### config.mk
export PLATFORM = sky130hd
export DESIGN_NAME = phase_sequencer_flat
export DESIGN_NICKNAME = d
export VERILOG_FILES = /design/src/rtl/phase_sequencer_pkg.sv /design/src/rtl/phase_sequencer_if.sv /design/src/rtl/phase_sequencer_mem_wait_timer.sv /design/src/rtl/phase_sequencer.sv /design/src/flat_wrapper.sv
export SDC_FILE = /design/constraint.sdc
export NUM_CORES = 1
export LEC_CHECK = 0
export CAP_MARGIN = 25
export CORE_MARGIN = 1.5
export CORE_UTILIZATION = 40
export DETAILED_ROUTE_END_ITERATION = 16
export MAX_ROUTING_LAYER = met4
export PLACE_DENSITY = 0.67
export SYNTH_ARGS = -nofsm -noshare
export SYNTH_HDL_FRONTEND = slang
export SYNTH_SLANG_ARGS = --single-unit
### constraint.sdc
create_clock -name clock -period 1.55 [get_ports clock]
set_input_delay 0.2325 -clock clock [delete_from_list [all_inputs] [get_ports clock]]
set_output_delay 0.2325 -clock clock [all_outputs]
set_load 0.02 [all_outputs]
### src/rtl/phase_sequencer_pkg.sv
// Shared definitions for the multi-cycle phase sequencer: state codes, phase
// indices used by the register/ALU control blocks, and decode helpers.
package phase_sequencer_pkg;

    typedef enum logic [2:0] {
        ST_IDLE   = 3'd0,
        ST_P1     = 3'd1,
        ST_P2     = 3'd2,
        ST_P3     = 3'd3,
        ST_P4     = 3'd4,
        ST_P5     = 3'd5,
        ST_HALTED = 3'd6
    } state_t;

    localparam int NUM_PHASES      = 5;
    localparam int PHASE_FETCH     = 0;
    localparam int PHASE_DECODE    = 1;
    localparam int PHASE_EXECUTE   = 2;
    localparam int PHASE_MEMORY    = 3;
    localparam int PHASE_WRITEBACK = 4;

    // One-hot phase enable vector for a state; IDLE/HALTED give all zeros.
    function automatic logic [NUM_PHASES-1:0] phase_onehot(input state_t s);
        logic [NUM_PHASES-1:0] v;
        v = '0;
        case (s)
            ST_P1:   v[PHASE_FETCH]     = 1'b1;
            ST_P2:   v[PHASE_DECODE]    = 1'b1;
            ST_P3:   v[PHASE_EXECUTE]   = 1'b1;
            ST_P4:   v[PHASE_MEMORY]    = 1'b1;
            ST_P5:   v[PHASE_WRITEBACK] = 1'b1;
            default: v = '0;
        endcase
        return v;
    endfunction

    function automatic logic is_running(input state_t s);
        return (s inside {ST_P1, ST_P2, ST_P3, ST_P4, ST_P5});
    endfunction

endpackage

### src/rtl/phase_sequencer_if.sv
// Control/status bundle between the sequencer and the datapath decode logic.
// The master side is the sequencer itself; the slave side is whoever drives its inputs.
interface phase_sequencer_if #(
    parameter int CNT_WIDTH = 16
);
    logic                 start;
    logic                 halt_req;
    logic                 skip_mem;
    logic                 mem_wait;
    logic                 p1;
    logic                 p2;
    logic                 p3;
    logic                 p4;
    logic                 p5;
    logic                 running;
    logic                 halted;
    logic                 bus_error;
    logic [CNT_WIDTH-1:0] retired;

    modport master (
        input  start, halt_req, skip_mem, mem_wait,
        output p1, p2, p3, p4, p5, running, halted, bus_error, retired
    );

    modport slave (
        output start, halt_req, skip_mem, mem_wait,
        input  p1, p2, p3, p4, p5, running, halted, bus_error, retired
    );

endinterface

### src/rtl/phase_sequencer_mem_wait_timer.sv
// Counts consecutive memory-wait stall cycles and flags a timeout on the stall
// that arrives after WAIT_LIMIT stalls have already been absorbed.
module mem_wait_timer #(
    parameter int WAIT_LIMIT = 8
) (
    input  logic clock,
    input  logic reset,
    input  logic clear,
    input  logic inc,
    output logic timeout
);

    localparam int CW = $clog2(WAIT_LIMIT + 1);

    logic [CW-1:0] count;

    assign timeout = inc && (count == CW'(WAIT_LIMIT));

    always_ff @(posedge clock) begin
        if (!reset) begin
            count <= '0;
        end else if (clear || timeout) begin
            count <= '0;
        end else if (inc) begin
            count <= count + CW'(1);
        end
    end

endmodule

### src/rtl/phase_sequencer.sv
// Multi-cycle control sequencer: walks fetch/decode/execute/memory/write-back
// phases, handles start/halt, memory stalls with timeout, and retires instructions.
module phase_sequencer
    import phase_sequencer_pkg::*;
#(
    parameter int CNT_WIDTH  = 16,
    parameter int WAIT_LIMIT = 8
) (
    input  logic                clock,
    input  logic                reset,
    phase_sequencer_if.master   bus
);

    state_t                 state_q;
    state_t                 state_d;
    logic [NUM_PHASES-1:0]  phase_q;
    logic                   running_q;
    logic                   halted_q;
    logic                   bus_error_q;
    logic [CNT_WIDTH-1:0]   retired_q;
    logic                   stall;
    logic                   timeout;

    assign stall = (state_q == ST_P4) && bus.mem_wait;

    mem_wait_timer #(
        .WAIT_LIMIT (WAIT_LIMIT)
    ) u_timer (
        .clock   (clock),
        .reset   (reset),
        .clear   (!stall),
        .inc     (stall),
        .timeout (timeout)
    );

    always_comb begin
        state_d = state_q;
        case (state_q)
            ST_IDLE:   if (bus.start) state_d = ST_P1;
            ST_P1:     state_d = ST_P2;
            ST_P2:     state_d = ST_P3;
            ST_P3:     state_d = bus.skip_mem ? ST_P5 : ST_P4;
            ST_P4: begin
                if (!bus.mem_wait) begin
                    state_d = ST_P5;
                end else if (timeout) begin
                    state_d = ST_HALTED;
                end
            end
            ST_P5:     state_d = bus.halt_req ? ST_HALTED : ST_P1;
            ST_HALTED: if (bus.start) state_d = ST_P1;
            default:   state_d = ST_IDLE;
        endcase
    end

    // Status outputs are registered from the next state so they line up with state_q.
    always_ff @(posedge clock) begin
        if (!reset) begin
            state_q     <= ST_IDLE;
            phase_q     <= '0;
            running_q   <= 1'b0;
            halted_q    <= 1'b0;
            bus_error_q <= 1'b0;
            retired_q   <= '0;
        end else begin
            state_q   <= state_d;
            phase_q   <= phase_onehot(state_d);
            running_q <= is_running(state_d);
            halted_q  <= (state_d == ST_HALTED);
            if (timeout) begin
                bus_error_q <= 1'b1;
            end else if ((state_q == ST_HALTED) && bus.start) begin
                bus_error_q <= 1'b0;
            end
            if (state_q == ST_P5) begin
                retired_q <= retired_q + CNT_WIDTH'(1);
            end
        end
    end

    assign bus.p1        = phase_q[PHASE_FETCH];
    assign bus.p2        = phase_q[PHASE_DECODE];
    assign bus.p3        = phase_q[PHASE_EXECUTE];
    assign bus.p4        = phase_q[PHASE_MEMORY];
    assign bus.p5        = phase_q[PHASE_WRITEBACK];
    assign bus.running   = running_q;
    assign bus.halted    = halted_q;
    assign bus.bus_error = bus_error_q;
    assign bus.retired   = retired_q;

endmodule
### src/flat_wrapper.sv
// flat-port wrapper written by rule: the top's interface ports become plain ports
module phase_sequencer_flat import phase_sequencer_pkg::*;
#(
    parameter int CNT_WIDTH  = 16,
    parameter int WAIT_LIMIT = 8
)
  (clock, reset, bus_start, bus_halt_req, bus_skip_mem, bus_mem_wait, bus_p1, bus_p2, bus_p3, bus_p4, bus_p5, bus_running, bus_halted, bus_bus_error, bus_retired);
  phase_sequencer_if #(.CNT_WIDTH(CNT_WIDTH)) bus_i ();
  input  logic clock;
  input  logic reset;
  input wire logic [$bits(bus_i.start)-1:0] bus_start;
  input wire logic [$bits(bus_i.halt_req)-1:0] bus_halt_req;
  input wire logic [$bits(bus_i.skip_mem)-1:0] bus_skip_mem;
  input wire logic [$bits(bus_i.mem_wait)-1:0] bus_mem_wait;
  output wire logic [$bits(bus_i.p1)-1:0] bus_p1;
  output wire logic [$bits(bus_i.p2)-1:0] bus_p2;
  output wire logic [$bits(bus_i.p3)-1:0] bus_p3;
  output wire logic [$bits(bus_i.p4)-1:0] bus_p4;
  output wire logic [$bits(bus_i.p5)-1:0] bus_p5;
  output wire logic [$bits(bus_i.running)-1:0] bus_running;
  output wire logic [$bits(bus_i.halted)-1:0] bus_halted;
  output wire logic [$bits(bus_i.bus_error)-1:0] bus_bus_error;
  output wire logic [$bits(bus_i.retired)-1:0] bus_retired;
  assign bus_i.start = bus_start;
  assign bus_i.halt_req = bus_halt_req;
  assign bus_i.skip_mem = bus_skip_mem;
  assign bus_i.mem_wait = bus_mem_wait;
  assign bus_p1 = bus_i.p1;
  assign bus_p2 = bus_i.p2;
  assign bus_p3 = bus_i.p3;
  assign bus_p4 = bus_i.p4;
  assign bus_p5 = bus_i.p5;
  assign bus_running = bus_i.running;
  assign bus_halted = bus_i.halted;
  assign bus_bus_error = bus_i.bus_error;
  assign bus_retired = bus_i.retired;
  phase_sequencer #(.CNT_WIDTH(CNT_WIDTH), .WAIT_LIMIT(WAIT_LIMIT)) u_core (.clock(clock), .reset(reset), .bus(bus_i));
endmodule
Word level (Yosys, flattened, before mapping)
Index checks and enable logic that the tools add are counted.
W data, S select, Z words.
- input bits: 6
- register bits: 31
- output and inout port bits: 24
- word-level logic and storage cells: 46
- reduce and logical (&&, ||, !) cells: 10
- equal/unequal tests: 13
- bitwise operators: 1
- multiplexer cells: 13
- add/subtract/negate cells: 2
- operators with widths (cell ; count):
    $eq A3 B3 Y1 const B ; 6
    $pmux W3 S6 ; 1
    $add A16 B1 Y16 const B ; 1
    $eq A3 B2 Y1 const B ; 4
    $mux W3 ; 4
    $mux W1 ; 8
    $eq A3 B1 Y1 const B ; 2
    $reduce_bool A5 Y1 ; 1
    $add A4 B1 Y4 const B ; 1
    $eq A4 B4 Y1 const B ; 1
    $reduce_or A2 Y1 ; 2
    $logic_and A1 B1 Y1 ; 3
    $logic_not A3 Y1 ; 1
    $reduce_bool A2 Y1 ; 1
    $logic_not A1 Y1 ; 1
    $logic_or A1 B1 Y1 ; 1
    $not A1 Y1 ; 1

Logic depth before layout (Yosys ltp)
- depth after elaboration: 8
- mapped depth: 6
- mapped depth without buffers: 5

Hierarchy
Synthesis repeated with hierarchy kept, for this count alone.
- cell total of the unflattened synthesis: 155
- area total of the unflattened synthesis: 1402.6 um^2
- by module, submodules not included (module ; seq. area each (um^2) ; area an instance (um^2) ; times used ; cells each):
    phase_sequencer ; 540.5 ; 1203.7 ; 1 ; 135
    mem_wait_timer ; 80.1 ; 198.9 ; 1 ; 20

Worst setup path after synthesis
OpenSTA, ideal clock, no wires.
- path kind: reg2reg
- from: register u_core.retired_q[0], in the netlist u_core.bus.retired[0]
- to: register u_core.retired_q[14], in the netlist u_core.bus.retired[14]
- data required time: 1.480 ns
- cell stages (with the launch flop): 6
- library setup time: 0.070 ns
- clock period less this slack: 1.699 ns
- buffers on the path: 0
- arrival: 1.628 ns
- path slack: -0.149 ns
- cells stage by stage: dfxtp_1 > ha_1 > and3_1 > nand2_1 > or4_1 > a21oi_1
- cells in the longest elaborated chain, start to end: 1
- RTL lines (item ; RTL line ; text):
    from (decl) ; phase_sequencer.sv:20 ; logic [CNT_WIDTH-1:0] retired_q;
    from (signal assigned) ; phase_sequencer.sv:76 ; retired_q <= retired_q + CNT_WIDTH'(1);
    $add A16 B1 Y16 ; phase_sequencer.sv:76 ;
Every way passes these cells.
A chain may end at the register's enable or synchronous reset.

Worst setup path in the final report
Same ends and word-level chain as after synthesis.

==> results.json <==
{
  "worstPathRequired_ns": 1.82,
  "fin_crit_ns": 1.52,
  "reg2reg_from": "u_core.bus.retired[0]",
  "worstSetupEndpointType": "flip-flop",
  "viasPerCell": 4.99,
  "die_h_um": 61.8,
  "grt_pass1_wl_mm": 4.86,
  "grt_max_degree": 20,
  "regArea_um2": 639,
  "crit_arrival_ns": 1.79,
  "rsz0062_at_grt": "yes",
  "setup.worst_path.start": "u_core.bus.retired[0]",
  "final.setup.tns_ns": 0,
  "antenna_left": 0,
  "dr.pass1.iters": 4,
  "drc": 0,
  "drive_above_1_share_pct": 26.1,
  "worst_pin_slew_ns": 0.337,
  "cts_root_buffer": "clkbuf_4",
  "power.total_mw": 1.74,
  "die_w_um": 61.8,
  "fillCellCount": 309,
  "ys_seq_area_share_pct": 44.8,
  "synthDistinctLibCells": 42,
  "min_path_type": "reg -> reg",
  "p_int_mw": 1.32,
  "synth_warnings": 0,
  "drtIter0Drc": 52,
  "wl_per_cell_um": 12.6,
  "fin_crit_sh_pct": 98.2,
  "synth_ff_type": "dfxtp_1",
  "crit_path_start_kind": "flip-flop",
  "clock_skew_ns": 0.00368,
  "syn_avg_cell_area_um2": 9.36,
  "synth_edf_count": 0,
  "grt_pass1_vias": 1118,
  "clk_latency_ns": 0.33,
  "post-dp-hpwl_mm": 2.24,
  "hold_viol": 0,
  "pwr-share-clk_pct": 37.9,
  "vias": 1222,
  "path_clk_slew_ns": 0.10,
  "grt_antenna_before_repair": 0,
  "numCtsBuffers": 5,
  "ff2ff_path_depth": 5,
  "cts_hold_buf": 0,
  "synth_area_mm2": 0.00139,
  "synth_async_sr_flop_share_pct": 0,
  "antenna_cells": 0,
  "place.gp.congestion": 0.906,
  "area_growth_pct": 43.4,
  "synth_fp_nets": 157,
  "p_switching_mw": 0.422,
  "peakVddDrop_uv": 664,
  "cts_tree": "yes",
  "drv_cap": 0,
  "critPathMaxFanout": 4,
  "port_buffers": 29,
  "die_area_mm2": 0.00382,
  "synth_top_area_share_pct": 44.8,
  "cts_max_level": 2,
  "placementRows": 21,
  "criticalPathCategory": "reg -> reg",
  "grt-ovfl-total": 0,
  "syn_inst": 148,
  "synthTopCellsByArea": "dfxtp_1 45%, xor2_1 5.7%, nor2_1 4.6%",
  "cts.sinks": 31,
  "multi_input_area_um2": 743,
  "outcome": "completed",
  "swShare_pct": 24.2,
  "setup_viol": 0,
  "p_per_area_mw_per_mm2": 877,
  "slew_violations": 0,
  "seqPwrFrac_pct": 48.5,
  "clockBufferDepth": 2,
  "p_comb_share_pct": 13.6,
  "ys_ff_latch": 31,
  "p_leak_nw": 0.949,
  "nets": 207,
  "start_util_pct": 41.5,
  "drt-total-wl_mm": 3.08,
  "hold_start": "u_core.bus.retired[15]",
  "whs_path_depth": 2,
  "grt_use_total_pct": 18.4,
  "core_region_area_mm2": 0.00334,
  "ioPinCount": 30,
  "relSlewSlack_pct": 77.4,
  "max_freq_mhz": 657,
  "yosys.area.top_type": "dfxtp_1"
}
==> layer usage <==
| layer | GRT usage, % | routed length, um |
|---|---|---|
| met5 | - | 0 |
| met1 | 21.1 | 1300 |
| met3 | 7.45 | 146 |
| met2 | 27.8 | 1570 |
| met4 | 9.12 | 63 |
==> kinds of logic (layout without fill, tap and decap cells) <==
group                    after synthesis  in the layout  share of synthesized area (%)
multiplexers                           3              3                           2.17
XOR/XNOR                              11             11                           6.96
AND/OR/NAND/NOR                       69             69                           29.7
AO/OA/AOI/OAI                         17             17                           8.94
buffers and inverters                 13             64                           3.88
adder cells (fa/ha/maj)                4              4                           3.52
flip-flops                            31             31                           44.8
==> power by group through the flow <==
| stage | sequential (mW) | clock (mW) | combinational (mW) |
|---|---|---|---|
| CTS | 0.847 | 0.683 | 0.234 |
| detailed placement | 0.863 | 0 | 0.233 |
| floorplan | 0.878 | 0 | 0.123 |
| global placement | 0.863 | 0 | 0.229 |
| finish | 0.845 | 0.659 | 0.238 |
| global route | 0.852 | 0.724 | 0.260 |
==> area by class of cell <==
| class | count | share of cell area, % |
|---|---|---|
| well taps | 46 | 2.90 |
| multi-input cells | 104 | 37.4 |
| inverters | 9 | 1.70 |
| repair buffers | 47 | 21.4 |
| clock buffers | 6 | 2.58 |
| flip-flops and latches | 31 | 32.2 |
| clock inverters | 2 | 1.76 |
==> final timing paths <==
check	end	slack (ns)
max	u_core.bus.retired[14]	0.03
min	u_core.bus.retired[15]	0.47
max reg2reg	u_core.bus.retired[14]	0.03
min reg2reg	u_core.bus.retired[15]	0.47
==> critical path, stage by stage, from the launching register on <==
cell,delay (ns)
dfxtp_4,0.36
ha_2,0.17
and3_4,0.20
nand2_2,0.08
or4_4,0.52
a21oi_2,0.14
==> metrics by stage <==
step / util [%] / hold slack [ns] / instance area (um2) / cells / setup slack, ns
after floorplan: - / 0.362 / 1400 / 148 / -0.0278
after global placement: 55.2 / 0.437 / 1840 / 235 / -0.140
after detailed placement: 55.2 / 0.461 / 1840 / 235 / -0.192
after CTS: 57.6 / 0.479 / 1920 / 243 / 0.00277
after global routing: 59.5 / 0.516 / 1990 / 245 / -0.0223
final: 59.5 / 0.471 / 1990 / 245 / 0.0277
==> repair_timing <==
action	CTS	global route
endpoints found under the setup margin	18	19
pin swaps	0	5
setup buffers	0	2
resized for setup	18	17
==> cells in the final DEF, fill, tap and decap left out, types with 3 or more instances in the layout <==
master           count
dfxtp_1             22
buf_4               18
nor2_1              16
dlygate4sd2_1       14
inv_1                9
xor2_1               9
clkdlybuf4s50_1      8
nand3_1              7
dlymetal6s2s_1       7
nand2_1              6
dfxtp_2              6
nand2b_1             5
a21oi_1              5
clkbuf_4             5
nor3_1               4
mux2i_1              3
o31ai_1              3
o21ai_0              3
nand4_1              3
dfxtp_4              3
==> cell usage after synthesis (2+ instances only) <==
| library cell | n |
|---|---|
| a21oi_1 | 6 |
| and3_1 | 2 |
| and3b_1 | 2 |
| and4_1 | 2 |
| clkbuf_1 | 2 |
| dfxtp_1 | 31 |
| ha_1 | 3 |
| inv_1 | 9 |
| mux2i_1 | 3 |
| nand2_1 | 7 |
| nand2b_1 | 5 |
| nand3_1 | 7 |
| nand4_1 | 3 |
| nor2_1 | 17 |
| nor2b_1 | 2 |
| nor3_1 | 4 |
| nor3b_1 | 3 |
| o21ai_0 | 3 |
| o31ai_1 | 3 |
| or4_1 | 3 |
| xnor2_1 | 2 |
| xor2_1 | 9 |
==> registers in the layout, summed over array words and instances (netlist names) <==
signal / count
u_core.bus.bus_error: 1
u_core.bus.halted: 1
u_core.bus.retired: 16
u_core.bus.running: 1
u_core.phase_q: 5
u_core.state_q: 3
u_core.u_timer.count: 4
Power figures use the tool's default switching activity.
